--- src/rtl/instr_fetch_pkg.sv ---
// Shared definitions for the instruction fetch front end and the main control decoder.
package instr_fetch_pkg;

    localparam logic [6:0] OP_RTYPE  = 7'b0110011;
    localparam logic [6:0] OP_LOAD   = 7'b0000011;
    localparam logic [6:0] OP_STORE  = 7'b0100011;
    localparam logic [6:0] OP_BRANCH = 7'b1100011;

    localparam int unsigned INSTR_STEP = 4;

    typedef enum logic [1:0] {
        StIdle,
        StWaitGnt,
        StWaitRsp,
        StDrop
    } fetch_state_e;

endpackage

--- src/rtl/fetch_queue.sv ---
// Small synchronous FIFO holding fetched {pc, instr} entries, with a single-cycle flush.
module fetch_queue #(
    parameter int unsigned WIDTH = 64,
    parameter int unsigned DEPTH = 2,
    localparam int unsigned PTR_W = (DEPTH > 1) ? $clog2(DEPTH) : 1,
    localparam int unsigned CNT_W = $clog2(DEPTH + 1)
) (
    input  logic             clk,
    input  logic             rst_n,
    input  logic             push,
    input  logic [WIDTH-1:0] push_data,
    input  logic             pop,
    input  logic             flush,
    output logic             head_valid,
    output logic [WIDTH-1:0] head_data,
    output logic [CNT_W-1:0] count
);

    logic [WIDTH-1:0] mem_q [DEPTH];
    logic [PTR_W-1:0] rd_ptr_q;
    logic [PTR_W-1:0] wr_ptr_q;
    logic [CNT_W-1:0] count_q;
    logic             do_push;
    logic             do_pop;

    function automatic logic [PTR_W-1:0] ptr_inc(input logic [PTR_W-1:0] ptr);
        return (ptr == PTR_W'(DEPTH - 1)) ? '0 : ptr + PTR_W'(1);
    endfunction

    assign do_pop  = pop && (count_q != '0);
    // A full queue still takes a push when the head leaves in the same cycle.
    assign do_push = push && ((count_q != CNT_W'(DEPTH)) || do_pop);

    always_ff @(posedge clk or negedge rst_n) begin
        if (!rst_n) begin
            rd_ptr_q <= '0;
            wr_ptr_q <= '0;
            count_q  <= '0;
            for (int unsigned i = 0; i < DEPTH; i++) begin
                mem_q[i] <= '0;
            end
        end else if (flush) begin
            rd_ptr_q <= '0;
            wr_ptr_q <= '0;
            count_q  <= '0;
        end else begin
            if (do_push) begin
                mem_q[wr_ptr_q] <= push_data;
                wr_ptr_q        <= ptr_inc(wr_ptr_q);
            end
            if (do_pop) begin
                rd_ptr_q <= ptr_inc(rd_ptr_q);
            end
            case ({do_push, do_pop})
                2'b10:   count_q <= count_q + CNT_W'(1);
                2'b01:   count_q <= count_q - CNT_W'(1);
                default: count_q <= count_q;
            endcase
        end
    end

    assign head_valid = (count_q != '0);
    assign head_data  = mem_q[rd_ptr_q];
    assign count      = count_q;

endmodule

--- src/rtl/instr_fetch.sv ---
// Instruction fetch front end: owns the PC, issues single-outstanding memory reads and
// queues the returned words for the decoder; a redirect flushes queued and in-flight fetches.
module instr_fetch
    import instr_fetch_pkg::*;
#(
    parameter int unsigned           ADDR_WIDTH   = 32,
    parameter int unsigned           INSTR_WIDTH  = 32,
    parameter int unsigned           OPCODE_WIDTH = 7,
    parameter logic [ADDR_WIDTH-1:0] RESET_PC     = '0,
    parameter int unsigned           QUEUE_DEPTH  = 2
) (
    input  logic                    clk,
    input  logic                    rst_n,
    output logic                    imem_req,
    output logic [ADDR_WIDTH-1:0]   imem_addr,
    input  logic                    imem_gnt,
    input  logic                    imem_rvalid,
    input  logic [INSTR_WIDTH-1:0]  imem_rdata,
    input  logic                    redirect_valid,
    input  logic [ADDR_WIDTH-1:0]   redirect_pc,
    output logic                    instr_valid,
    input  logic                    instr_ready,
    output logic [INSTR_WIDTH-1:0]  instr,
    output logic [ADDR_WIDTH-1:0]   instr_pc,
    output logic [OPCODE_WIDTH-1:0] opcode
);

    localparam int unsigned ENTRY_W = ADDR_WIDTH + INSTR_WIDTH;
    localparam int unsigned CNT_W   = $clog2(QUEUE_DEPTH + 1);

    fetch_state_e          state_q;
    fetch_state_e          state_d;
    logic [ADDR_WIDTH-1:0] pc_q;
    logic [ADDR_WIDTH-1:0] pc_d;
    logic [ADDR_WIDTH-1:0] req_pc_q;
    logic [ADDR_WIDTH-1:0] req_pc_d;
    logic [ADDR_WIDTH-1:0] redirect_target;
    logic                  unused_redirect_lsb;

    logic                  q_push;
    logic                  q_pop;
    logic                  q_flush;
    logic                  q_valid;
    logic [ENTRY_W-1:0]    q_push_data;
    logic [ENTRY_W-1:0]    q_head;
    logic [CNT_W-1:0]      q_count;
    logic                  has_space;

    assign redirect_target     = {redirect_pc[ADDR_WIDTH-1:2], 2'b00};
    assign unused_redirect_lsb = ^redirect_pc[1:0];

    // Only one request is ever in flight, so checking space at issue reserves the slot.
    assign has_space   = (q_count < CNT_W'(QUEUE_DEPTH));
    assign q_pop       = q_valid && instr_ready;
    assign q_push_data = {req_pc_q, imem_rdata};

    always_comb begin
        state_d  = state_q;
        pc_d     = pc_q;
        req_pc_d = req_pc_q;
        q_push   = 1'b0;
        q_flush  = 1'b0;

        unique case (state_q)
            StIdle: begin
                if (!redirect_valid && has_space) begin
                    state_d = StWaitGnt;
                end
            end
            StWaitGnt: begin
                if (redirect_valid) begin
                    state_d = imem_gnt ? StDrop : StIdle;
                end else if (imem_gnt) begin
                    req_pc_d = pc_q;
                    pc_d     = pc_q + ADDR_WIDTH'(INSTR_STEP);
                    state_d  = StWaitRsp;
                end
            end
            StWaitRsp: begin
                if (imem_rvalid) begin
                    q_push  = !redirect_valid;
                    state_d = StIdle;
                end else if (redirect_valid) begin
                    state_d = StDrop;
                end
            end
            StDrop: begin
                if (imem_rvalid) begin
                    state_d = StIdle;
                end
            end
            default: state_d = StIdle;
        endcase

        if (redirect_valid) begin
            pc_d    = redirect_target;
            q_flush = 1'b1;
        end
    end

    always_ff @(posedge clk or negedge rst_n) begin
        if (!rst_n) begin
            state_q  <= StIdle;
            pc_q     <= RESET_PC;
            req_pc_q <= '0;
        end else begin
            state_q  <= state_d;
            pc_q     <= pc_d;
            req_pc_q <= req_pc_d;
        end
    end

    assign imem_req  = (state_q == StWaitGnt);
    assign imem_addr = pc_q;

    fetch_queue #(
        .WIDTH (ENTRY_W),
        .DEPTH (QUEUE_DEPTH)
    ) u_fetch_queue (
        .clk        (clk),
        .rst_n      (rst_n),
        .push       (q_push),
        .push_data  (q_push_data),
        .pop        (q_pop),
        .flush      (q_flush),
        .head_valid (q_valid),
        .head_data  (q_head),
        .count      (q_count)
    );

    assign instr_valid = q_valid;
    assign instr_pc    = q_head[ENTRY_W-1:INSTR_WIDTH];
    assign instr       = q_head[INSTR_WIDTH-1:0];
    assign opcode      = q_head[OPCODE_WIDTH-1:0];

endmodule

--- config.mk ---
export PLATFORM = sky130hd
export DESIGN_NAME = instr_fetch
export DESIGN_NICKNAME = d
export VERILOG_FILES = /design/src/rtl/instr_fetch_pkg.sv /design/src/rtl/fetch_queue.sv /design/src/rtl/instr_fetch.sv
export SDC_FILE = /design/constraint.sdc
export NUM_CORES = 1
export LEC_CHECK = 0
export CORE_MARGIN = 3
export CORE_UTILIZATION = 45
export DETAILED_ROUTE_END_ITERATION = 8
export HOLD_SLACK_MARGIN = 0.03
export PLACE_DENSITY_LB_ADDON = 0.3
export SLEW_MARGIN = 20
export SYNTH_ARGS = -nofsm -noshare
export SYNTH_HDL_FRONTEND = slang
export SYNTH_HIERARCHICAL = 1
export SYNTH_SLANG_ARGS = --single-unit
--- constraint.sdc ---
create_clock -name clk -period 4.7 [get_ports clk]
set_input_delay 1.41 -clock clk [delete_from_list [all_inputs] [get_ports clk]]
set_output_delay 1.41 -clock clk [all_outputs]
set_load 0.03 [all_outputs]
==> flow_summary.toml, run 1 <==
[setup_path]
cp_top_family = "buffers and inverters"
path_class = "reg2out"
critical_path.slowest_cell = "dfrtp_2"
reg2reg_depth = 6
crit-reg2reg-launch = "u_fetch_queue/count[1]"
crit_path_start = "u_fetch_queue/rd_ptr_q"
worst-path-buf-inv = 2
crit_path_max_fanout = 41
rrSetupSlack_ns = 1.85
max_stage_delay_ns = 0.76
path_cells = "buf_12 > mux2_2 > clkdlybuf4s50_1"
worstSetupStartpointType = "flip-flop"
crit_arrival_ns = 2.56
r2r-end = "u_fetch_queue/mem_q[65]"
cp.required_ns = 3.29
end_kind = "output pin"

[place]
placed_cells = 1055
io_buffers = 170
place.gp.congestion = 0.776
dp_hpwl_mm = 13.7

[finish]
finish.net_count = 880
layout_commonest_cell = "dfrtp_1"
diodes = 0
drive_gt1_frac = 0.344
multiInputGateArea_sq_um = 3870
final_cell_mix = "dfrtp_1, mux2_2, clkdlybuf4s50_1"
n_fill_cell = 1574
seqCellArea_sq_um = 4860
instances_no_fill = 1087
syn_to_final_growth_pct = 27.9

[floorplanning]
die-area_sq_um = 21700
dieHeight_um = 147
io_pins = 175
rows = 51
die_w_um = 147
core_sq_um = 19500
start_util = 0.460

[pwr]
cellLeakagePower_nw = 5.16
p_per_area_nw_per_um2 = 523
peakVddDrop_mv = 0.279

[sta]
timing.max_slew.rel_slack = 0.534
fin_setup_tns_ns = 0
worst-slew-pin-transition_ns = 0.700
finalSetupViolCount = 0
fin_worst_skew_ns = 0.0147
period_needed_ns = 3.97
min_period_over_period = 0.846
report.final.slew_viol_count = 0
rsz0062_at_grt = "no"
timing.fmax_mhz = 252
finalHoldViolCount = 0

[cts]
tritoncts = "built"
ctsHoldBuffers = 0
cts_num_sinks = 194
htree_levels = 4
worstSkewPairLatency_ns = 0.42
clock_path_buffers = 2
clkTransAtPathRegs_ns = 0.07
cts_inserted_buffers = 17
ctsResizeCount = 0
cts-root-buf = "clkbuf_16"
post_cts_buffers = 0

[drt]
drc_errors = 0
drtAntennaViolNets = 0
wirelength_mm = 19.8
wire_per_inst_um = 18.2
via_per_inst = 5.15
drt_iter0_markers = 293
dr_total_vias = 5593
firstDrtPassIters = 4

[synthesis]
synth_ff_type = "dfrtp_1"
async_flop_share = 1.00
synth_cell_type_count = 42
yosys_warnings = 6
syn_avg_cell_area_sq_um = 13.9
ys_ff_latch = 194
syn_inst = 645
synth_area_sq_um = 8970
synth_edf_count = 0
yosysSeqAreaShare = 0.541

[worst_hold_path]
min_from = "u_fetch_queue/mem_q[43]"
hold_class = "reg2reg"
min_to = "u_fetch_queue/mem_q[43]"
whs_path_depth = 1

[job]
max_cap_viol_count = 0

[grt]
track_usage = 0.190
antenna_found_initial = 0
grt-ovfl-total = 0
grt_pass1_vias = 6209
grt_start_max_net_pins = 84
grt_pass1_wl_mm = 33.1

[status]
status = "finished, final reports clean"
## power by group
group          internal [mW]  total (mW)  switching, mW
clock                  0.749        1.37          0.620
sequential              2.10        2.40          0.306
combinational           1.16        2.23           1.07
## cells by family (layout without fill, tap and decap cells)
| family | Yosys count | in the layout | synth area share |
|---|---|---|---|
| simple gates | 112 | 112 | 0.0740 |
| buf+inv | 46 | 218 | 0.0304 |
| fa+ha+maj | 1 | 1 | 0.00139 |
| mux | 225 | 225 | 0.303 |
| other cells | 1 | 6 | 0.000418 |
| xor+xnor | 30 | 30 | 0.0293 |
| flops | 194 | 194 | 0.541 |
| compound gates | 36 | 36 | 0.0209 |
## area by class of cell
cell class | instances | area share
flip-flops and latches | 194 | 0.423
multi-input cells | 410 | 0.337
repair buffers | 181 | 0.161
clock buffers | 21 | 0.0392
well taps | 265 | 0.0289
clock inverters | 11 | 0.00915
inverters | 5 | 0.00163
## state kept, by name, summed over array words and instances, names as in the netlist
name and cells:
u_fetch_queue/rd_ptr_q 1, req_pc_q 30, u_fetch_queue/count 2, state_q 2, u_fetch_queue/wr_ptr_q 1, imem_addr 30, u_fetch_queue/mem_q 128
## synth_stat cells, types with 2 or more instances
master,number,area (sq um)
and3b_1,2,17.5
buf_6,7,78.8
nor3_1,9,45.0
mux2i_1,2,20.0
nand2b_1,2,12.5
nor2b_1,2,12.5
clkbuf_1,13,48.8
nand4_1,7,43.8
dfrtp_1,194,4850
nor2_1,7,26.3
and4_1,5,43.8
nand2_1,45,169
buf_2,11,55.1
and2_1,2,12.5
nor3_2,4,40.0
o21ai_0,22,110
xnor2_1,24,210
inv_1,5,18.8
mux2_1,2,22.5
nand2_2,2,12.5
buf_4,9,67.6
nand3_1,7,35.0
mux2_2,172,1940
mux2_4,49,736
nor4_2,7,87.6
and3_1,3,18.8
o21ai_1,11,55.1
xor2_1,6,52.6
## layer usage
layer / up-vias / routed length [um] / GRT usage
met4: 0 / 252 / 0.0541
met3: 21 / 778 / 0.0395
li1: 2601 / - / -
met5: - / 0 / 0
met1: 2824 / 8880 / 0.252
met2: 147 / 9860 / 0.318
## stage by stage
step	cell area (sq um)	setup WS (ns)	hold WS (ns)	total power, mW	util
after floorplan	8990	1.23	0.475	3.82	-
after global placement	10900	0.927	0.483	4.59	0.560
after detailed placement	10900	0.871	0.490	4.68	0.560
after CTS	11500	0.673	0.504	6.07	0.588
after global routing	11500	0.600	0.515	6.30	0.588
final	11500	0.725	0.502	6.00	0.588
## worst max-delay path by stage
stage | end | slack [ns] | cells past startpoint
floorplan | u_fetch_queue/mem_q[100] | 1.23 | 7
global placement | u_fetch_queue/mem_q[68] | 0.93 | 7
detailed placement | u_fetch_queue/mem_q[127] | 0.87 | 6
CTS | instr_pc[31] | 0.67 | 3
global route | instr_pc[31] | 0.60 | 3
finish | instr_pc[31] | 0.73 | 3
Power figures use the tool's default switching activity.
==> run 2, diff against run 1 <==
==> constraint.sdc (replaced) <==
create_clock -name clk -period 3.53 [get_ports clk]
set_input_delay 1.059 -clock clk [delete_from_list [all_inputs] [get_ports clk]]
set_output_delay 1.059 -clock clk [all_outputs]
set_load 0.03 [all_outputs]
==> run 2 against run 1 <==
Sequential power increased by 34%. First-iteration DRC count decreased by 20%. Sequential cell count unchanged. Design area increased by 0.53%. Clock skew decreased by 0.0038 ns. Power increased by 35%. Routed wire length decreased by 0.65%. Non-clock buffer count increased by 2. Critical endpoint unchanged.
==> flow_summary.toml, run 2 (synthesized netlist as in run 1, its figures left out) <==
[status]
status = "finished, final reports clean"

[setup_path]
max_stage_delay_ns = 0.68
crit-reg2reg-launch = "u_fetch_queue/count[1]"
reg2reg_depth = 6
cp.required_ns = 2.47
r2r-end = "u_fetch_queue/mem_q[127]"
worstSetupStartpointType = "flip-flop"
rrSetupSlack_ns = 0.81
crit_path_max_fanout = 44
crit_path_start = "u_fetch_queue/rd_ptr_q"
path_class = "reg2out"
crit_path_end = "instr_pc[31]"
path_cells = "buf_12 > mux2_2 > clkdlybuf4s50_1"
crit_arrival_ns = 2.14
critical_path.slowest_cell = "clkdlybuf4s50_1"
end_kind = "output pin"

[cts]
post_cts_buffers = 0
htree_levels = 4
clkTransAtPathRegs_ns = 0.07
cts_num_sinks = 194
tritoncts = "built"
ctsHoldBuffers = 0
cts-root-buf = "clkbuf_16"
ctsResizeCount = 0
cts_inserted_buffers = 17
clock_path_buffers = 2
worstSkewPairLatency_ns = 0.42

[grt]
grt-ovfl-total = 0
antenna_found_initial = 0
grt_pass1_vias = 6314
track_usage = 0.188
grt_pass1_wl_mm = 33.1
grt_start_max_net_pins = 89

[drt]
wirelength_mm = 19.7
drc_errors = 0
drtAntennaViolNets = 0
firstDrtPassIters = 4
dr_total_vias = 5618
drt_iter0_markers = 234
via_per_inst = 5.16
wire_per_inst_um = 18.0

[sta]
setup_slack_ns = 0.334
fin_setup_tns_ns = 0
holdWs_ns = 0.501
timing.max_slew.rel_slack = 0.507
finalSetupViolCount = 0
finalHoldViolCount = 0
worst-slew-pin-transition_ns = 0.740
fin_worst_skew_ns = 0.0108
report.final.slew_viol_count = 0
rsz0062_at_grt = "no"
min_period_over_period = 0.905
timing.fmax_mhz = 313
period_needed_ns = 3.20

[pwr]
p_per_area_nw_per_um2 = 700
power.total_mw = 8.07
cellLeakagePower_nw = 5.20
p_int_mw = 5.41
comb_power_share = 0.366
switchingPower_mw = 2.66
seq_power_share = 0.397
peakVddDrop_mv = 0.309
swShare = 0.330
clockPowerShare = 0.236

[floorplanning]
die_w_um = 147
core_sq_um = 19500
rows = 51
die-area_sq_um = 21700
dieHeight_um = 147
io_pins = 175
start_util = 0.460

[place]
dp_hpwl_mm = 13.6
dp_slack_ns = 0.203
io_buffers = 170
place.gp.congestion = 0.773

[finish]
largest_register_ffs = 128
layout_commonest_cell = "dfrtp_1"
drive_gt1_frac = 0.347
final_cell_mix = "dfrtp_1, mux2_2, clkdlybuf4s50_1"
diodes = 0
syn_to_final_growth_pct = 28.6
regMostFlops = "u_fetch_queue/mem_q"
finish.net_count = 882

[job]
max_cap_viol_count = 0

[worst_hold_path]
hold_class = "reg2reg"
## run 2: area by class of cell
cell class | instances | area (sq um)
flip-flops and latches | 194 | 4860
well taps | 265 | 332
inverters | 5 | 18.8
repair buffers | 183 | 1890
multi-input cells | 410 | 3870
fillers | 1576 | 7980
clock inverters | 12 | 130
clock buffers | 20 | 447
## run 2: worst max-delay path, delay by kind of cell (launching register included)
| kind | cells | cell delay (ns) |
|---|---|---|
| muxes | 1 | 0.37 |
| DFF | 1 | 0.38 |
| buffers and inverters | 2 | 0.95 |
## run 2: stage by stage
step           cells   util  area, sq um
4_1_cts         1089  0.591        11500
2_1_floorplan    650      -         8990
5_1_grt         1089  0.591        11500
3_3_place_gp    1057  0.562        11000
3_5_place_dp    1057  0.562        11000
6_report        1089  0.591        11500
## run 2: power by group through the flow
stage	clock (mW)	sequential (mW)	combinational (mW)
after CTS	1.95	3.21	3.00
after floorplan	0	3.15	1.93
after global placement	0	3.18	2.93
after detailed placement	0	3.24	2.98
final	1.91	3.21	2.96
after global routing	2.06	3.29	3.13
## run 2: worst min path at each step
stage	to	from	cells past startpoint	slack, ns
floorplan	u_fetch_queue/mem_q[0]	u_fetch_queue/mem_q[0]	1	0.47
global placement	u_fetch_queue/mem_q[28]	u_fetch_queue/mem_q[28]	1	0.48
CTS	u_fetch_queue/mem_q[127]	u_fetch_queue/mem_q[127]	1	0.51
detailed placement	u_fetch_queue/mem_q[111]	u_fetch_queue/mem_q[111]	1	0.49
finish	u_fetch_queue/mem_q[84]	u_fetch_queue/mem_q[84]	1	0.50
global route	u_fetch_queue/mem_q[28]	u_fetch_queue/mem_q[28]	1	0.52
## run 2: routing by layer
layer,wire (um),vias up,global-route usage
met5,0,-,0
met4,167,0,0.0475
met3,764,11,0.0367
met2,9550,136,0.311
met1,9170,2860,0.258
li1,-,2611,-
==> run 3, diff against run 2 <==
--- a/config.mk
+++ b/config.mk
@@ -7,6 +7,7 @@
 export LEC_CHECK = 0
 export CORE_MARGIN = 3
 export CORE_UTILIZATION = 45
+export CTS_CLUSTER_DIAMETER = 150
 export DETAILED_ROUTE_END_ITERATION = 8
 export HOLD_SLACK_MARGIN = 0.03
 export PLACE_DENSITY_LB_ADDON = 0.3
==> results of run 3 <==
The final DEF is identical to that of run 2; final timing and power are the same.
